`src/rtl/phys_free_list_pkg.sv`:
```
// Shared parameters and types for the physical register file, used by the
// free list, rename table, retirement map and ROB.
//   NUM_PREGS  : total physical registers (power of two)
//   NUM_AREGS  : architectural registers, mapped to preg 0..NUM_AREGS-1 at reset
//   P_WIDTH    : physical register ID width
//   preg_id_t  : physical register ID
//   free_ptr_t : free-list pointer, index plus one wrap bit
package phys_free_list_pkg;

  localparam int unsigned NUM_PREGS = 64;
  localparam int unsigned NUM_AREGS = 32;
  localparam int unsigned P_WIDTH   = $clog2(NUM_PREGS);
  localparam int unsigned FL_DEPTH  = NUM_PREGS - NUM_AREGS;
  localparam int unsigned FL_PTR_W  = $clog2(FL_DEPTH) + 1;

  typedef logic [P_WIDTH-1:0]  preg_id_t;
  typedef logic [FL_PTR_W-1:0] free_ptr_t;

endpackage

```
`src/rtl/free_ptr_ctr.sv`:
```
// Wrap-bit pointer register for the free list (head, tail, commit head).
// Arithmetic wraps modulo 2**W. Load has priority over increment.
//   clk_i, rst_i : clock, synchronous active-high reset (to ResetVal)
//   inc_i        : advance pointer by one
//   load_i       : replace pointer with load_val_i
//   load_val_i   : value to load
//   ptr_o        : current pointer
module free_ptr_ctr
  import phys_free_list_pkg::*;
#(
  parameter int unsigned W        = FL_PTR_W,
  parameter logic [W-1:0] ResetVal = '0
) (
  input  logic         clk_i,
  input  logic         rst_i,
  input  logic         inc_i,
  input  logic         load_i,
  input  logic [W-1:0] load_val_i,
  output logic [W-1:0] ptr_o
);

  logic [W-1:0] ptr_q, ptr_d;

  always_comb begin
    ptr_d = ptr_q;
    if (load_i) begin
      ptr_d = load_val_i;
    end else if (inc_i) begin
      ptr_d = ptr_q + W'(1);
    end
  end

  always_ff @(posedge clk_i) begin
    if (rst_i) begin
      ptr_q <= ResetVal;
    end else begin
      ptr_q <= ptr_d;
    end
  end

  assign ptr_o = ptr_q;

endmodule

```
`src/rtl/phys_free_list.sv`:
```
// Physical register free list: circular FIFO of free preg IDs.
// Dispatch pops from head, commit pushes the superseded mapping at tail, and
// commit_head tracks the oldest uncommitted allocation so a flush can return
// every speculative allocation by snapping head back in one cycle.
//   clk, rst      : clock, synchronous active-high reset
//   alloc_req     : dispatch wants a register
//   alloc_pd      : head entry, offered this cycle
//   alloc_ok      : alloc_pd valid; pop happens if alloc_req
//   commit_valid  : an allocating instruction commits
//   commit_old_pd : its previous mapping, returned to the pool
//   flush         : squash all uncommitted instructions
//   free_count    : free entries (tail - head)
//   empty         : free_count == 0
//   overflow_err  : sticky, push attempted while full
module phys_free_list
  import phys_free_list_pkg::*;
#(
  parameter int unsigned NUM_PREGS = phys_free_list_pkg::NUM_PREGS,
  parameter int unsigned NUM_AREGS = phys_free_list_pkg::NUM_AREGS,
  parameter int unsigned PW        = $clog2(NUM_PREGS),
  parameter int unsigned DEPTH     = NUM_PREGS - NUM_AREGS
) (
  input  logic                     clk,
  input  logic                     rst,
  input  logic                     alloc_req,
  output logic [PW-1:0]            alloc_pd,
  output logic                     alloc_ok,
  input  logic                     commit_valid,
  input  logic [PW-1:0]            commit_old_pd,
  input  logic                     flush,
  output logic [$clog2(DEPTH):0]   free_count,
  output logic                     empty,
  output logic                     overflow_err
);

  localparam int unsigned IW   = $clog2(DEPTH);
  localparam int unsigned PTRW = IW + 1;

  logic [PTRW-1:0] head_ptr, tail_ptr, commit_ptr, commit_ptr_next;
  logic [PW-1:0]   entry_q [DEPTH];
  logic            full, push, pop;
  logic            overflow_q;

  assign free_count = tail_ptr - head_ptr;
  assign empty      = (free_count == '0);
  assign full       = (free_count == PTRW'(DEPTH));
  assign alloc_ok   = !empty;
  assign alloc_pd   = entry_q[head_ptr[IW-1:0]];

  // Fullness is judged before this cycle's pop, so a push while full is dropped.
  assign push = commit_valid && !full;
  assign pop  = alloc_req && alloc_ok && !flush;

  // Flush restores head to the commit point including this cycle's commit.
  assign commit_ptr_next = commit_ptr + PTRW'(push);

  free_ptr_ctr #(
    .W        (PTRW),
    .ResetVal ('0)
  ) u_head (
    .clk_i      (clk),
    .rst_i      (rst),
    .inc_i      (pop),
    .load_i     (flush),
    .load_val_i (commit_ptr_next),
    .ptr_o      (head_ptr)
  );

  // Tail starts one full lap ahead of head: list full at reset.
  free_ptr_ctr #(
    .W        (PTRW),
    .ResetVal (PTRW'(DEPTH))
  ) u_tail (
    .clk_i      (clk),
    .rst_i      (rst),
    .inc_i      (push),
    .load_i     (1'b0),
    .load_val_i ('0),
    .ptr_o      (tail_ptr)
  );

  free_ptr_ctr #(
    .W        (PTRW),
    .ResetVal ('0)
  ) u_commit_head (
    .clk_i      (clk),
    .rst_i      (rst),
    .inc_i      (push),
    .load_i     (1'b0),
    .load_val_i ('0),
    .ptr_o      (commit_ptr)
  );

  always_ff @(posedge clk) begin
    if (rst) begin
      for (int i = 0; i < int'(DEPTH); i++) begin
        entry_q[i] <= PW'(NUM_AREGS + i);
      end
    end else if (push) begin
      entry_q[tail_ptr[IW-1:0]] <= commit_old_pd;
    end
  end

  always_ff @(posedge clk) begin
    if (rst) begin
      overflow_q <= 1'b0;
    end else if (commit_valid && full) begin
      overflow_q <= 1'b1;
    end
  end

  assign overflow_err = overflow_q;

endmodule

```
`config.mk`:
```
export PLATFORM = sky130hd
export DESIGN_NAME = phys_free_list
export DESIGN_NICKNAME = d
export VERILOG_FILES = /design/src/rtl/phys_free_list_pkg.sv /design/src/rtl/free_ptr_ctr.sv /design/src/rtl/phys_free_list.sv
export SDC_FILE = /design/constraint.sdc
export NUM_CORES = 1
export LEC_CHECK = 0
export CORE_MARGIN = 3
export CORE_UTILIZATION = 35
export CTS_CLUSTER_SIZE = 20
export DETAILED_ROUTE_END_ITERATION = 7
export PLACE_DENSITY_LB_ADDON = 0.1
export REMOVE_ABC_BUFFERS = 1
export SYNTH_ARGS = -nofsm -noshare
export SYNTH_HDL_FRONTEND = slang
export SYNTH_SLANG_ARGS = --single-unit
```
`constraint.sdc`:
```
create_clock -name clk -period 3.53 [get_ports clk]
set_clock_uncertainty 0.05 [all_clocks]
set_input_delay 0.5295 -clock clk [delete_from_list [all_inputs] [get_ports clk]]
set_output_delay 0.5295 -clock clk [all_outputs]
set_load 0.02 [all_outputs]
```
Yosys cells after proc, flatten, opt, wreduce, memory -nomap -nowiden --
Memories as Yosys holds them, arrays and structs flattened. A register that Yosys moved wholly into a read port is not among the register bits. Cells that the tools add are included.
Operators by class: add/sub/neg operators 5, $mul 0, div/mod/pow operators 0, magnitude comparators 0, eq/ne operators 1, shift-type cells 0, multiplexer cells 12, bitwise operators 0, reductions and logical operators 10
Operators by type and width (count):
- 6-bit by 1-bit adder with 6-bit output, second input constant | 3
- 6-bit 2-to-1 mux | 3
- 5-bit 2-to-1 mux | 3
- 6-bit by 1-bit adder with 6-bit output | 1
- 6-bit equality test, second input constant | 1
- 6-bit zero test | 1
- 1-bit 2-to-1 mux | 6
- 6-bit OR reduction | 1
- 6-bit subtractor | 1
- 1-bit logical AND | 4
- 1-bit zero test | 3
- 2-bit nonzero test | 1
Storage, ports and cells: flip-flop bits (word level) 19, latch bits 0, bits in writable memories 192, bits in read-only memories 0, input bits 11, output and inout port bits 15, word-level logic and storage cells 33, memories kept 1
Memory list:
- entry_q | depth 32, bits a word 6, rd ports 1, clocked after Yosys merged registers in 1, write ports 32, RTL line phys_free_list.sv:40 | logic [PW-1:0] entry_q [DEPTH];

Longest topological paths before layout --
word-level depth 9, gate-level depth with buffers 17, mapped depth without buffers 15

Hierarchy --
From an unflattened synthesis, not the netlist that was laid out.
Unflattened totals: cells, all modules 808, area total of the unflattened synthesis 10649.0 µm²
Modules (own cells, without submodules):
- phys_free_list | times used 1, cells an instance 711, area an instance 9735.6 µm², sequential area each 5785.5 µm²
- free_ptr_ctr (u_commit_head ...) | times used 2, cells an instance 32, area an instance 299.0 µm², sequential area each 120.1 µm²
- free_ptr_ctr (u_tail) | times used 1, cells an instance 33, area an instance 315.3 µm², sequential area each 120.1 µm²

Least setup slack after synthesis --
No wires, ideal clock.
kind register to register, start point reg u_tail.ptr_q[0], in the netlist u_tail.ptr_o[0], end point reg (tool-made name), library setup time 0.063 ns, data arrival time 3.396 ns, data required time 3.417 ns, setup slack 0.021 ns, stages on the path, launching flop included 18, path buffers 2, period minus slack after synthesis 3.509 ns, cells stage by stage dfxtp_1 -> inv_1 -> ha_1 -> inv_1 -> fa_1 -> xor2_1 -> nor4_1 -> mux2i_2 -> a211oi_4 -> buf_6 -> buf_6 -> nor2_1 -> ha_1 -> ha_1 -> nand3_1 -> xor2_1 -> a21oi_1 -> o31a_1
RTL lines:
- from (decl) | RTL line free_ptr_ctr.sv:22 | logic [W-1:0] ptr_q, ptr_d;
- from (signal assigned) | RTL line free_ptr_ctr.sv:35 | ptr_q <= ResetVal;
- from (signal assigned) | RTL line free_ptr_ctr.sv:37 | ptr_q <= ptr_d;

==> flow_metrics.tcl <==
set metrics [dict create \
    hold_path.class "reg -> reg" \
    start_util_pct 36.1 \
    drt-total-wl_um 31200 \
    drcViolationCount 0 \
    crit_type "reg -> out" \
    fin_ws_ps 69.8 \
    maxSlewHeadroom_pct 41.7 \
    cp_data_required_time_ps 2950 \
    critPathSlowestCell "mux4_2" \
    syn_to_final_growth_pct 18.0 \
    r2r_setup_slack_ps 260 \
    yosysWarnings 0 \
    layout.nets 866 \
    comb_power_share_pct 13.2 \
    cts_tree "built" \
    drive_above_1_share_pct 24.2 \
    grt_first_pass_wirelength_um 46800 \
    path_common_cell "mux4_2" \
    grt_pass1_vias 6968 \
    fin_area_um2 12000 \
    synth_edf_count 192 \
    cts_buffers 25 \
    drt_pre_antenna_iters 5 \
    cts.htree.levels 1 \
    dp_hpwl_um 21900 \
    ios 26 \
    fp.dieH_um 177 \
    final_antenna_net_count 0 \
    synthTopCellsByArea "edfxtp_1 57%, mux4_2 13%, nand2_1 5.2%" \
    p_sw_mw 1.49 \
    wire_per_inst_um 25.2 \
    clockPowerShare_pct 38.6 \
    clockBufferDepth 3 \
    ys_seq_area_share_pct 61.3 \
    cts.clk_slew.worst_paths_ps 60 \
    vias 6709 \
    syn_area_um2 10200 \
    worstHoldStart "overflow_err" \
    power.total_mw 5.94 \
    pre_cts_ws_ps -24.3 \
    grt_overflow 0 \
    tightest_slew_ps 868 \
    first_iter_violations 537 \
    worstPathMaxFanout 14 \
    internal-power_mw 4.45 \
    startpoint_type "register" \
    synth_top_area_share_pct 56.6 \
    cap_viol_max_count 0 \
    final.min_clock_period_ps 3460 \
    core_area_um2 28200 \
    crit_path_max_incr_delay_ps 570 \
    seqCellArea_um2 6250 \
    port_buffers 25 \
    synth_area_per_cell_um2 13.3 \
    synthArstFlopShare_pct 0 \
    slew_viol_final 0 \
    synth.distinct_cells 51 \
    sw_frac_of_total_pct 25.0 \
    antennaDiodeCount 0 \
    grt_max_degree 49 \
    placed_area_um2 11300 \
    rows 61 \
    hold_viol_final 0 \
    worstPathCellList "buf_12 -> mux4_2 -> mux4_2 -> mux2_2 -> dlygate4sd2_1" \
    multi_input_area_um2 3660 \
    p_leak_nw 3.62 \
    via_per_inst 5.42 \
    gpl.final_weighted_congestion 0.850 \
    synth-seq-cells 216 \
    p_per_area_nw_per_um2 494 \
    stdcell_count 1237 \
    crit_path_end_kind "output pin" \
    fmax_mhz 289 \
    clock-sinks 216 \
    pwr-share-seq_pct 48.2 \
    dp.cells 1187 \
    arrival_ps 2880 \
    cpLargestDelayFamily "multiplexers" \
    hold_depth 2 \
    irDropWorstVdd_v 0.000265 \
    grt_util_all_layers_pct 20.5 \
    syn-instance-count 764 \
    setup_viol 0 \
    r2r-start "u_head.ptr_o[0]" \
    fillers 2630 \
    path_depth 5 \
    die_area_um2 31200 \
    synth_flop_cell "edfxtp_1" \
    die_w_um 177 \
    fin_crit_sh_pct 98.0 \
    synth_top_area_cell "edfxtp_1" \
    outcome "complete, no violations" \
    crit_buf_inv 2 \
    antenna_found_initial 0 \
    clock-root-buffer "clkbuf_16" \
    ff2ff_path_depth 15 \
    insertion_delay_ps 520 \
]
[power by group through the flow]
stage	clock network (mW)	registers, mW	logic [mW]
finish	2.29	2.86	0.785
global route	2.44	2.87	0.836
CTS	2.34	2.86	0.780
detailed placement	0	2.91	0.776
global placement	0	2.91	0.772
floorplan	0	2.95	0.392
[state kept, by name, summed over array words and instances, names as in the netlist, named ones only]
register / flops
u_head.ptr_o: 6
overflow_err: 1
entry_q: 192
u_commit_head.ptr_o: 6
u_tail.ptr_o: 6
[layout by cell type (no fill, tap or decap), drive strengths merged, types with 3 or more instances in the layout]
master / netlist / final
o31ai: 3 / 3
xor2: 6 / 6
clkinv: 1 / 17
dlygate4sd2: 0 / 4
a31o: 3 / 3
buf: 29 / 78
clkdlybuf4s50: 0 / 16
nor3: 9 / 9
inv: 19 / 19
mux4: 60 / 60
o21ai: 7 / 7
a311oi: 3 / 3
nor2: 113 / 113
nor4: 8 / 8
a21o: 9 / 9
mux2: 6 / 6
or3: 7 / 7
clkbuf: 22 / 31
nand3: 10 / 10
or2: 4 / 4
o21bai: 24 / 24
a21oi: 16 / 16
xnor2: 4 / 4
o31a: 6 / 6
ha: 13 / 13
edfxtp: 192 / 192
nand4: 7 / 7
dfxtp: 24 / 24
nand2: 140 / 140
a211oi: 3 / 3
[repair_timing]
item / CTS / global route
setup buffers: 3 / 2
gates resized for setup: 15 / 12
pin swaps: 0 / 1
hold buffers: 0 / 0
endpoints found under the setup margin: 38 / 179
[cell usage after synthesis, types with 4 or more instances]
cell type / instances
edfxtp_1: 192
nand2_1: 140
nor2_1: 113
mux4_2: 60
dfxtp_1: 24
o21bai_1: 24
clkbuf_1: 22
inv_1: 19
buf_2: 17
a21oi_1: 16
ha_1: 13
nand3_1: 10
a21o_1: 9
buf_1: 8
nor3_1: 7
o21ai_0: 7
or3_1: 7
mux2_2: 6
nand4_1: 6
o31a_1: 6
nor4_1: 5
xor2_1: 5
buf_6: 4
xnor2_1: 4
[kinds of logic after synthesis]
logic type | Yosys count | synth area share, %
DFF | 216 | 61.3
xor gates and xnor gates | 10 | 0.934
adders and majority gates | 14 | 1.79
buffers and inverters | 71 | 3.12
and+or+nand+nor | 304 | 12.6
AOI/OAI and AO/OA | 81 | 6.05
muxes | 68 | 14.2
[final timing paths]
| path | end |
|---|---|
| setup / recovery | alloc_pd[0] |
| hold / removal | overflow_err |
| setup reg to reg | register |
| hold reg to reg | overflow_err |
[metal layers]
metal / wire (um) / vias up / global-route usage, %
met2: 15000 / 230 / 33.5
met4: 882 / 0 / 5.47
met3: 1860 / 49 / 2.49
met1: 13500 / 3451 / 29.1
met5: 0 / - / 0
li1: - / 2979 / -
[through the flow]
stage / TNS, ps / hold slack (ps) / utilization [%]
finish: 0 / 429 / 42.6
detailed placement: -376 / 417 / 39.8
floorplan: -14430 / 408 / -
global placement: 0 / 419 / 39.8
global route: -0.0657 / 468 / 42.6
CTS: 0 / 436 / 42.5
[worst reg2reg max path: stages (launching register included)]
cell and delay [ps]:
dfxtp_2 360, ha_1 160, inv_1 50, fa_1 400, xor2_1 220, nor4_2 320, mux2i_2 110, buf_4 170
a211oi_4 230, nor2_1 80, ha_1 230, ha_1 220, nand3_1 110, xor2_1 190, a21oi_2 100, o31a_1 140
[final cells by class]
type | count | share of cell area [%]
multi-input combinational | 477 | 30.4
clock buffer | 28 | 5.30
inverter | 20 | 0.625
tap | 378 | 3.94
clock inverter | 17 | 0.645
timing repair buffer | 101 | 7.03
sequential | 216 | 52.0
(Power assumes the default switching activity.)
